## src/rtl/uart_rx_pkg.sv

```systemverilog
// Shared constants and helpers for the UART RX oversample counter.
// Frame length, bit mid-point and 3-sample majority vote.
package uart_rx_pkg;

    localparam int unsigned PRESC_W_DEF   = 6;
    localparam int unsigned BIT_CNT_W_DEF = 4;
    localparam int unsigned MIN_PRESC_DEF = 5;

    // start + data + parity + stop(s)
    function automatic int unsigned frame_len(
        input logic [3:0] dl,
        input logic       par,
        input logic       s2
    );
        return 32'd2 + 32'(dl) + 32'(par) + 32'(s2);
    endfunction

    function automatic int unsigned mid_point(input int unsigned p);
        return p >> 1;
    endfunction

    function automatic logic maj3(input logic [2:0] s);
        return (s[2] & s[1]) | (s[2] & s[0]) | (s[1] & s[0]);
    endfunction

endpackage

```

## src/rtl/uart_rx_majority_sampler.sv

```systemverilog
// Captures three samples around the bit centre and registers their majority.
// Ports: clk_i, rst_i, en_i, rx_i, edge_i, mid_i -> valid_o, bit_o.
module uart_rx_majority_sampler
    import uart_rx_pkg::*;
#(
    parameter int PRESC_W = PRESC_W_DEF
) (
    input  logic               clk_i,
    input  logic               rst_i,
    input  logic               en_i,
    input  logic               rx_i,
    input  logic [PRESC_W-1:0] edge_i,
    input  logic [PRESC_W-1:0] mid_i,
    output logic               valid_o,
    output logic               bit_o
);

    logic [2:0]         sh_q;
    logic [2:0]         sh_d;
    logic               valid_q;
    logic               bit_q;
    logic [PRESC_W-1:0] lo;
    logic [PRESC_W-1:0] hi;
    logic               hit;
    logic               vote;

    assign lo   = mid_i - PRESC_W'(1);
    assign hi   = mid_i + PRESC_W'(1);
    assign hit  = en_i & ((edge_i == lo) | (edge_i == mid_i) | (edge_i == hi));
    // The third capture and the vote register on the same edge,
    // so the vote uses the shift value that includes this sample.
    assign vote = en_i & (edge_i == hi);
    assign sh_d = {sh_q[1:0], rx_i};

    always_ff @(posedge clk_i) begin
        if (rst_i) begin
            sh_q    <= 3'b111;
            valid_q <= 1'b0;
            bit_q   <= 1'b1;
        end else begin
            valid_q <= vote;
            if (!en_i) begin
                sh_q <= 3'b111;
            end else if (hit) begin
                sh_q <= sh_d;
            end
            if (vote) begin
                bit_q <= maj3(sh_d);
            end
        end
    end

    assign valid_o = valid_q;
    assign bit_o   = bit_q;

endmodule

```

## src/rtl/uart_rx_oversample_counter.sv

```systemverilog
// UART RX edge/bit counter with config latch, centred sampling and frame pulse.
// Ports: CLK, Reset, count_EN, RX_IN, frame config -> counters, strobes.
module uart_rx_oversample_counter
    import uart_rx_pkg::*;
#(
    parameter int PRESC_W   = PRESC_W_DEF,
    parameter int BIT_CNT_W = BIT_CNT_W_DEF,
    parameter int MIN_PRESC = MIN_PRESC_DEF
) (
    input  logic                 CLK,
    input  logic                 Reset,
    input  logic                 count_EN,
    input  logic                 RX_IN,
    input  logic [PRESC_W-1:0]   Prescale,
    input  logic [3:0]           data_len,
    input  logic                 parity_en,
    input  logic                 stop_2,
    output logic [BIT_CNT_W-1:0] bit_count,
    output logic [PRESC_W-1:0]   edge_count,
    output logic                 Last_edge,
    output logic                 sample_valid,
    output logic                 sampled_bit,
    output logic                 frame_done
);

    logic                 en_q;
    logic                 first;
    logic [PRESC_W-1:0]   p_q;
    logic [PRESC_W-1:0]   mid_q;
    logic [BIT_CNT_W-1:0] fb_q;
    logic [PRESC_W-1:0]   p_live;
    logic [PRESC_W-1:0]   mid_live;
    logic [BIT_CNT_W-1:0] fb_live;
    logic [PRESC_W-1:0]   p_cur;
    logic [PRESC_W-1:0]   mid_cur;
    logic [BIT_CNT_W-1:0] fb_cur;
    logic [PRESC_W-1:0]   edge_q;
    logic [PRESC_W-1:0]   edge_d;
    logic [BIT_CNT_W-1:0] bit_q;
    logic [BIT_CNT_W-1:0] bit_d;
    logic                 done_q;
    logic                 done_d;

    assign first    = count_EN & ~en_q;
    assign p_live   = (Prescale < PRESC_W'(MIN_PRESC)) ?
                      PRESC_W'(MIN_PRESC) : Prescale;
    assign mid_live = PRESC_W'(mid_point(32'(p_live)));
    assign fb_live  = BIT_CNT_W'(frame_len(data_len, parity_en, stop_2));

    // On the latch cycle the registers are not yet loaded,
    // so decode from the live values being captured.
    assign p_cur   = first ? p_live   : p_q;
    assign mid_cur = first ? mid_live : mid_q;
    assign fb_cur  = first ? fb_live  : fb_q;

    assign Last_edge = (edge_q == p_cur);

    always_comb begin
        edge_d = edge_q;
        bit_d  = bit_q;
        done_d = 1'b0;
        if (!count_EN) begin
            edge_d = PRESC_W'(1);
            bit_d  = '0;
        end else if (Last_edge) begin
            edge_d = PRESC_W'(1);
            if (bit_q == fb_cur - BIT_CNT_W'(1)) begin
                bit_d  = '0;
                done_d = 1'b1;
            end else begin
                bit_d = bit_q + BIT_CNT_W'(1);
            end
        end else begin
            edge_d = edge_q + PRESC_W'(1);
        end
    end

    always_ff @(posedge CLK) begin
        if (Reset) begin
            en_q   <= 1'b0;
            p_q    <= '0;
            mid_q  <= '0;
            fb_q   <= '0;
            edge_q <= PRESC_W'(1);
            bit_q  <= '0;
            done_q <= 1'b0;
        end else begin
            en_q <= count_EN;
            if (first) begin
                p_q   <= p_live;
                mid_q <= mid_live;
                fb_q  <= fb_live;
            end
            edge_q <= edge_d;
            bit_q  <= bit_d;
            done_q <= done_d;
        end
    end

    uart_rx_majority_sampler #(
        .PRESC_W (PRESC_W)
    ) u_sampler (
        .clk_i   (CLK),
        .rst_i   (Reset),
        .en_i    (count_EN),
        .rx_i    (RX_IN),
        .edge_i  (edge_q),
        .mid_i   (mid_cur),
        .valid_o (sample_valid),
        .bit_o   (sampled_bit)
    );

    assign bit_count  = bit_q;
    assign edge_count = edge_q;
    assign frame_done = done_q;

endmodule

```

## config.mk

```make
export PLATFORM = sky130hd
export DESIGN_NAME = uart_rx_oversample_counter
export DESIGN_NICKNAME = d
export VERILOG_FILES = /design/src/rtl/uart_rx_pkg.sv /design/src/rtl/uart_rx_majority_sampler.sv /design/src/rtl/uart_rx_oversample_counter.sv
export SDC_FILE = /design/constraint.sdc
export NUM_CORES = 1
export LEC_CHECK = 0
export ABC_AREA = 0
export CAP_MARGIN = 15
export CORE_ASPECT_RATIO = 0.75
export CORE_MARGIN = 2
export CORE_UTILIZATION = 47
export CTS_CLUSTER_DIAMETER = 30
export CTS_CLUSTER_SIZE = 28
export DETAILED_ROUTE_END_ITERATION = 8
export HOLD_SLACK_MARGIN = 0.15
export PLACE_DENSITY = 0.81
export SKIP_CTS_REPAIR_TIMING = 1
export SLEW_MARGIN = 20
export SYNTH_ARGS = -nofsm -noshare
export SYNTH_HDL_FRONTEND = slang
export SYNTH_SLANG_ARGS = --single-unit
```

## constraint.sdc

```tcl
create_clock -name CLK -period 4.9 [get_ports CLK]
set_clock_uncertainty 0.15 [all_clocks]
set_input_delay 0.98 -clock CLK [delete_from_list [all_inputs] [get_ports CLK]]
set_output_delay 0.98 -clock CLK [all_outputs]
set_load 0.02 [all_outputs]
```

# Word level (Yosys, flattened, before mapping)

Cells that the tools add are included.

Add/sub/neg operators: 8
$lt $le $gt $ge: 1
Eq/ne operators: 5
Multiplexer cells: 6
Bitwise operators: 13
Reduce and logical (&&, ||, !) cells: 3

Operators by type and width:

| operator                                                    | number |
|---|---|
| == test 6 bit                                               | 4 |
| two-way mux 6 bit                                           | 3 |
| adder 6 x 1 -> 6 bit (second input constant)                | 2 |
| adder 4 x 1 -> 4 bit                                        | 2 |
| two-way mux 4 bit                                           | 2 |
| AND 1 bit                                                   | 6 |
| less-than comparator 6 x 3 -> 1 bit (second input constant) | 1 |
| OR reduction 3 bit                                          | 2 |
| subtractor 6 x 1 -> 6 bit (second input constant)           | 1 |
| adder 2 x 4 -> 4 bit (first input constant)                 | 1 |
| adder 4 x 1 -> 4 bit (second input constant)                | 1 |
| == test 4 bit                                               | 1 |
| OR 1 bit                                                    | 4 |
| subtractor 4 x 1 -> 4 bit (second input constant)           | 1 |
| NOT 1 bit                                                   | 3 |
| OR reduction 2 bit                                          | 1 |
| two-way mux 1 bit                                           | 1 |

Bits in registers: 32
Input bits: 16
Output and inout port bits: 14
Word-level logic and storage cells: 46

# Depth between registers and ports, before layout

Gate-level depths: netlist of the first run.

Word-level depth: 8
Gate-level depth with buffers: 11
Depth with buffers taken out: 11

# Hierarchy

From an unflattened synthesis of the first run, not the netlist that was laid out.

Cells, all modules: 210
Area, all modules: 1866.8 um^2

By module, submodules not included:

| module                     | times used | cells each | area each (um^2) | sequential area each (um^2) |
|---|---|---|---|---|
| uart_rx_oversample_counter | 1          | 149        | 1382.6           | 560.5 |
| uart_rx_majority_sampler   | 1          | 61         | 484.2            | 80.1 |

# Least setup slack after synthesis of the first run

Ideal clock, no wire load.

Kind: input to output
From: input Prescale[4]
To: output Last_edge
Arrival time: 2.475 ns
Data required time: 3.770 ns
Setup slack: 1.295 ns
Stages: 7
Path buffers: 1
Path through: buf_6 or4_4 a22oi_1 xnor2_1 nor3_1 nand2_1 inv_2

Cells in the longest elaborated chain, start to end: 4

Ends and longest elaborated chain:

| item                                | RTL line                         | RTL |
|---|---|---|
| start, declared                     | uart_rx_oversample_counter.sv:14 | `input logic [PRESC_W-1:0] Prescale,` |
| less-than comparator 6 x 3 -> 1 bit | uart_rx_oversample_counter.sv:45 | `assign p_live = (Prescale < PRESC_W'(MIN_PRESC)) ?` |
| two-way mux 6 bit (*)               | uart_rx_oversample_counter.sv:45 |  |
| two-way mux 6 bit (*)               | n/a                              |  |
| == test 6 bit (*)                   | uart_rx_oversample_counter.sv:56 | `assign Last_edge = (edge_q == p_cur);` |
| end, declared                       | uart_rx_oversample_counter.sv:20 | `output logic Last_edge,` |

Every way passes the cells marked *; elsewhere a longest branch is shown, timed or not.

# Final worst setup path of the first run

From: input Prescale[2]
To: output Last_edge

The elaborated chain is that of the path after synthesis.

==> out/metrics.cfg, run 1 <==
[grt]
grt_pass1_vias = 1575
grt_usage = 0.2058
antenna_found_initial = 0
grt_pass1_wl_mm = 7.362
grt_max_degree = 19
overflow = 0

[timing]
hold_viol_final = 0
fmax_mhz = 214.7
post-route-period-util = 0.9504
fin_tns_setup_ns = 0
rsz0062_at_grt = false
fin_hold_ws_ns = 0.3118
max_slew_margin = 0.5577
maxSlewViolCount = 0
setup_viol = 0
worst_pin_slew_ns = 0.6614
setup_ws_ns = 0.2429
fin_crit_ns = 4.657

[drt]
drtIter0Drc = 82
drc_errors = 0
avgViaCountPerCell = 5.472
firstDrtPassIters = 4
vias = 1691
wirelength_mm = 4.527
antenna_left = 0
wl_per_cell_um = 14.65

[placement]
hpwl_mm = 3.187
io_buffers = 29
gp_routability_congestion = 0.8752
place_area_um2 = 2292
place_ws_ns = 0.2135
dp_cells = 301

[yosys]
syn_nets = 245
yosysTopAreaCell = dfxtp_1
synth-async-reset-ratio = 0
synth_top_cells_by_area = dfxtp_1 33%, xnor2_1 8.1%, nor2_1 5.8%
ys_ff_latch = 32
synth_flop_cell = dfxtp_1
ys_warn_count = 0
syn_avg_cell_area_um2 = 8.781
syn_area_um2 = 1949
synth_edf_count = 0
ys_seq_area_frac = 0.3286
yosysUniqueCellTypes = 52
syn_inst = 222
synth_top_area_share = 0.3286

[min_path]
whs_path_depth = 2
hold_path.class = flip-flop to flip-flop
whs_endpoint = mid_q[5]
hp-start = mid_q[5]

[die]
io_pins = 30
die_area_um2 = 4684
core_um2 = 4029
fp.dieW_um = 78.37
dieHeight_um = 59.78
rows = 20
start_util = 0.4839

[setup_path]
cp_max_fo = 5
required_ns = 3.77
end_kind = primary output
worst-r2r-cell-count = 11
r2r_end = u_sampler.bit_o
r2r_setup_slack_ns = 1.95
critPathArrivalTime_ns = 3.53
critPathLaunchType = primary input
critPathKind = primary input to primary output
r2r_start = en_q

[finish]
drive_above_1_share = 0.09843
instances_no_fill = 309
final_cell_mix = 32 x dfxtp_1, 30 x nor2_1, 29 x clkdlybuf4s50_1
area_delta_synth_final_pct = 23.11
num-fill-cells = 347
finalInstanceArea_um2 = 2400
fin_util = 0.5957
layout.nets = 276
num_antenna_cells = 0
layout_commonest_cell = dfxtp_1

[run]
maxCapViolCount = 0

[clock_network]
clk_pin_slew_ns = 0.06
tritoncts = yes
cts.sinks = 32
clockBufferDepth = 2
clkLatencyLatePin_ns = 0.29
root_buffer = clkbuf_8
ctsHtreeMaxLevel = 2
numCtsBuffers = 5

[power_and_ir_drop]
leakage_nw = 0.9612
vdd_drop_max_mv = 0.2056
total_power_mw = 0.6949
power.density_nw_per_um2 = 289.5

[run_status]
outcome = complete, no violations

cell families (layout without fill, tap and decap cells):
| logic type | after synthesis | after routing | synth area share |
|---|---|---|---|
| AO/OA/AOI/OAI | 36 | 36 | 0.1284 |
| XOR/XNOR | 28 | 28 | 0.1335 |
| adder cells (fa/ha/maj) | 7 | 7 | 0.04878 |
| buffers and inverters | 22 | 54 | 0.05648 |
| flip-flops | 32 | 32 | 0.3286 |
| multiplexers | 7 | 7 | 0.04236 |
| AND/OR/NAND/NOR | 90 | 90 | 0.2619 |
cell type report:
class | instances | area (um^2) | area share
repair buffers | 37 | 350.3 | 0.1460
clock buffers | 6 | 72.57 | 0.03024
flip-flops and latches | 32 | 640.6 | 0.2669
inverters | 9 | 33.78 | 0.01408
multi-input cells | 168 | 1199 | 0.4995
clock inverters | 2 | 35.03 | 0.01460
well taps | 55 | 68.82 | 0.02868
per-layer routing:
metal | track usage | up-vias | part of all wire
li1 | - | 843 | -
met1 | 0.2933 | 777 | 0.51
met2 | 0.3017 | 60 | 0.41
met3 | 0.04381 | 11 | 0.066
met4 | 0.09023 | 0 | 0.017
met5 | 0 | - | 0
worst max path at each step:
stage,start,to,cells after the start
after CTS,Prescale[2],Last_edge,8
final,Prescale[2],Last_edge,8
after global routing,Prescale[2],Last_edge,8
after global placement,Prescale[4],Last_edge,8
after detailed placement,Prescale[2],Last_edge,8
after floorplan,Prescale[4],Last_edge,7
sequential cells by signal (all words and copies together), names as in the netlist:
name and cells:
en_q 1, bit_count 4, u_sampler.valid_o 1, p_q 6, u_sampler.sh_q 2, mid_q 6, u_sampler.bit_o 1, edge_count 6
fb_q 4, frame_done 1
synthesized netlist by cell type (2+ instances only):
master and count:
a21boi_0 2, a21oi_1 10, a31oi_1 5, and3_1 2, and3b_1 5, buf_2 4, buf_6 3, clkbuf_1 6
dfxtp_1 32, ha_1 6, inv_1 8, mux2i_1 6, nand2_1 9, nand2b_1 2, nand3_1 9, nand3b_1 3
nand4_1 2, nand4b_1 2, nor2_1 30, nor2b_1 6, nor3_1 7, o211a_1 2, o21ai_0 4, o22ai_1 3
or3b_2 2, xnor2_1 18, xor2_1 9
power by group:
part / switching [mW] / internal [mW]
Combinational: 0.0821 / 0.0798
Clock: 0.0971 / 0.151
Sequential: 0.0124 / 0.273
worst max-delay path, cell delays in order:
cell and delay, ns:
clkdlybuf4s50_1 0.48, a2111oi_0 0.52, o22ai_1 0.23, xnor2_1 0.18, nor3_1 0.29, nand2_1 0.13
inv_2 0.11, clkdlybuf4s50_1 0.61
Note: power is estimated with default switching activity, not from simulation.
==> run 2: changes to the inputs <==
MAX_ROUTING_LAYER = met4   (was default)
==> out/metrics.cfg, run 2 (synthesized netlist as in run 1, its figures left out) <==
[drt]
wl_per_cell_um = 14.62  ; -0.18%
avgViaCountPerCell = 5.485  ; +0.24%
vias = 1695  ; +0.24%
firstDrtPassIters = 4  ; unchanged
antenna_left = 0  ; unchanged
drc_errors = 0  ; unchanged
drtIter0Drc = 79  ; -3.7%
wirelength_mm = 4.519  ; -0.18%

[finish]
multi_input_area_um2 = 1199  ; unchanged
ff_latch_area_um2 = 640.6  ; unchanged
num_antenna_cells = 0  ; unchanged
layout.nets = 276  ; unchanged
final_cell_mix = 32 x dfxtp_1, 30 x nor2_1, 29 x clkdlybuf4s50_1
layout_commonest_cell = dfxtp_1
area_delta_synth_final_pct = 23.11  ; unchanged
fin_util = 0.5957  ; unchanged
num-fill-cells = 347  ; unchanged
drive_above_1_share = 0.09843  ; unchanged

[setup_path]
crit_path_cell_trace = clkdlybuf4s50_1 > a2111oi_0 > o22ai_1 > xnor2_1 > nor3_1 > nand2_1 > inv_2 > clkdlybuf4s50_1
cp_max_fo = 5  ; unchanged
critPathArrivalTime_ns = 3.54  ; about the same
slowest_stage = clkdlybuf4s50_1
path_buf_inv = 3  ; unchanged
crit_family = buffers and inverters
required_ns = 3.77  ; about the same
critPathLaunchType = primary input
critPathKind = primary input to primary output
cpPeakStageDelay_ns = 0.61  ; about the same
cp_common_cell = clkdlybuf4s50_1
end_kind = primary output

[timing]
rsz0062_at_grt = false
setup_viol = 0  ; unchanged
fin_hold_ws_ns = 0.3114  ; -0.0003820 ns
worst_pin_slew_ns = 0.6531  ; -0.008291 ns
post-route-period-util = 0.9530  ; +0.002599
fin_tns_setup_ns = 0  ; unchanged
maxSlewViolCount = 0  ; unchanged
fin_crit_ns = 4.670  ; +0.01273 ns
fmax_mhz = 214.1  ; -0.27%
hold_viol_final = 0  ; unchanged
max_slew_margin = 0.5632  ; +0.005545

[clock_network]
ctsHtreeMaxLevel = 2  ; unchanged
numCtsBuffers = 5  ; unchanged
cts.sinks = 32  ; unchanged
clkLatencyLatePin_ns = 0.28  ; about the same
clk_pin_slew_ns = 0.06  ; about the same
root_buffer = clkbuf_8
clockBufferDepth = 2  ; unchanged
tritoncts = yes

[min_path]
hold_path.class = flip-flop to flip-flop

[grt]
met2_usage = 0.3017  ; unchanged
grt_util_met3 = 0.04834  ; +0.004532
grt_max_degree = 19  ; unchanged
grt.met1_usage = 0.2933  ; unchanged
grt_pass1_vias = 1570  ; -0.32%
antenna_found_initial = 0  ; unchanged
grt_pass1_wl_mm = 7.369  ; about the same
grt_usage = 0.2131  ; +0.007303
overflow = 0  ; unchanged
grt-busiest-layer = met2

[power_and_ir_drop]
power.density_nw_per_um2 = 289.4  ; about the same
leakage_nw = 0.9612  ; unchanged
vdd_drop_max_mv = 0.2055  ; about the same

[die]
dieHeight_um = 59.78  ; unchanged
core_um2 = 4029  ; unchanged
start_util = 0.4839  ; unchanged
fp.dieW_um = 78.37  ; unchanged
io_pins = 30  ; unchanged
rows = 20  ; unchanged
die_area_um2 = 4684  ; unchanged

[run]
maxCapViolCount = 0  ; unchanged

[placement]
gp_routability_congestion = 0.8896  ; +1.6%
hpwl_mm = 3.187  ; unchanged
io_buffers = 29  ; unchanged

[run_status]
outcome = complete, no violations

[run 2: worst register-to-register path, cell delays in order (launching register included)]
cell,delay (ns)
dfxtp_1,0.41
or3b_2,0.55
o22ai_1,0.13
buf_4,0.16
inv_1,0.05
ha_1,0.22
o311ai_0,0.10
o211a_1,0.20
a211o_1,0.12
nand4_2,0.15
or4_1,0.53
nand3b_1,0.10
[run 2: power by group]
part	total (mW)	leakage [nW]	internal, mW	switching (mW)
combinational	0.162	0.644	0.0798	0.0821
clock	0.248	0.0552	0.151	0.0968
sequential	0.285	0.262	0.273	0.0124
[run 2: worst paths after layout]
kind,start,endpoint,slack (ns),cells after the start
setup reg to reg,en_q,u_sampler.bit_o,1.96,11
hold reg to reg,mid_q[5],mid_q[5],0.31,2
hold / removal,mid_q[5],mid_q[5],0.31,2
setup / recovery,Prescale[2],Last_edge,0.23,8
[run 2: layer usage]
metal	vias to the layer above	wire length, um
li1	841	-
met1	781	2229
met2	64	1883
met3	9	350
met4	0	56
met5	-	0
[run 2: area by class of cell]
cell class              count  share of cell area
well taps                  55             0.02868
repair buffers             37              0.1460
clock buffers               6             0.03024
multi-input cells         168              0.4995
flip-flops and latches     32              0.2669
clock inverters             2             0.01460
inverters                   9             0.01408
[run 2: through the flow]
| stage | cells | worst slack [ns] | power [mW] | instance area, um^2 |
|---|---|---|---|---|
| after floorplan | 222 | 1.295 | 0.4034 | 1949 |
| after detailed placement | 301 | 0.2135 | 0.4503 | 2292 |
| after global placement | 301 | 0.2971 | 0.4472 | 2292 |
| final | 309 | 0.2302 | 0.6946 | 2400 |
| after CTS | 309 | 0.1776 | 0.6989 | 2400 |
| after global routing | 309 | 0.009286 | 0.7273 | 2400 |
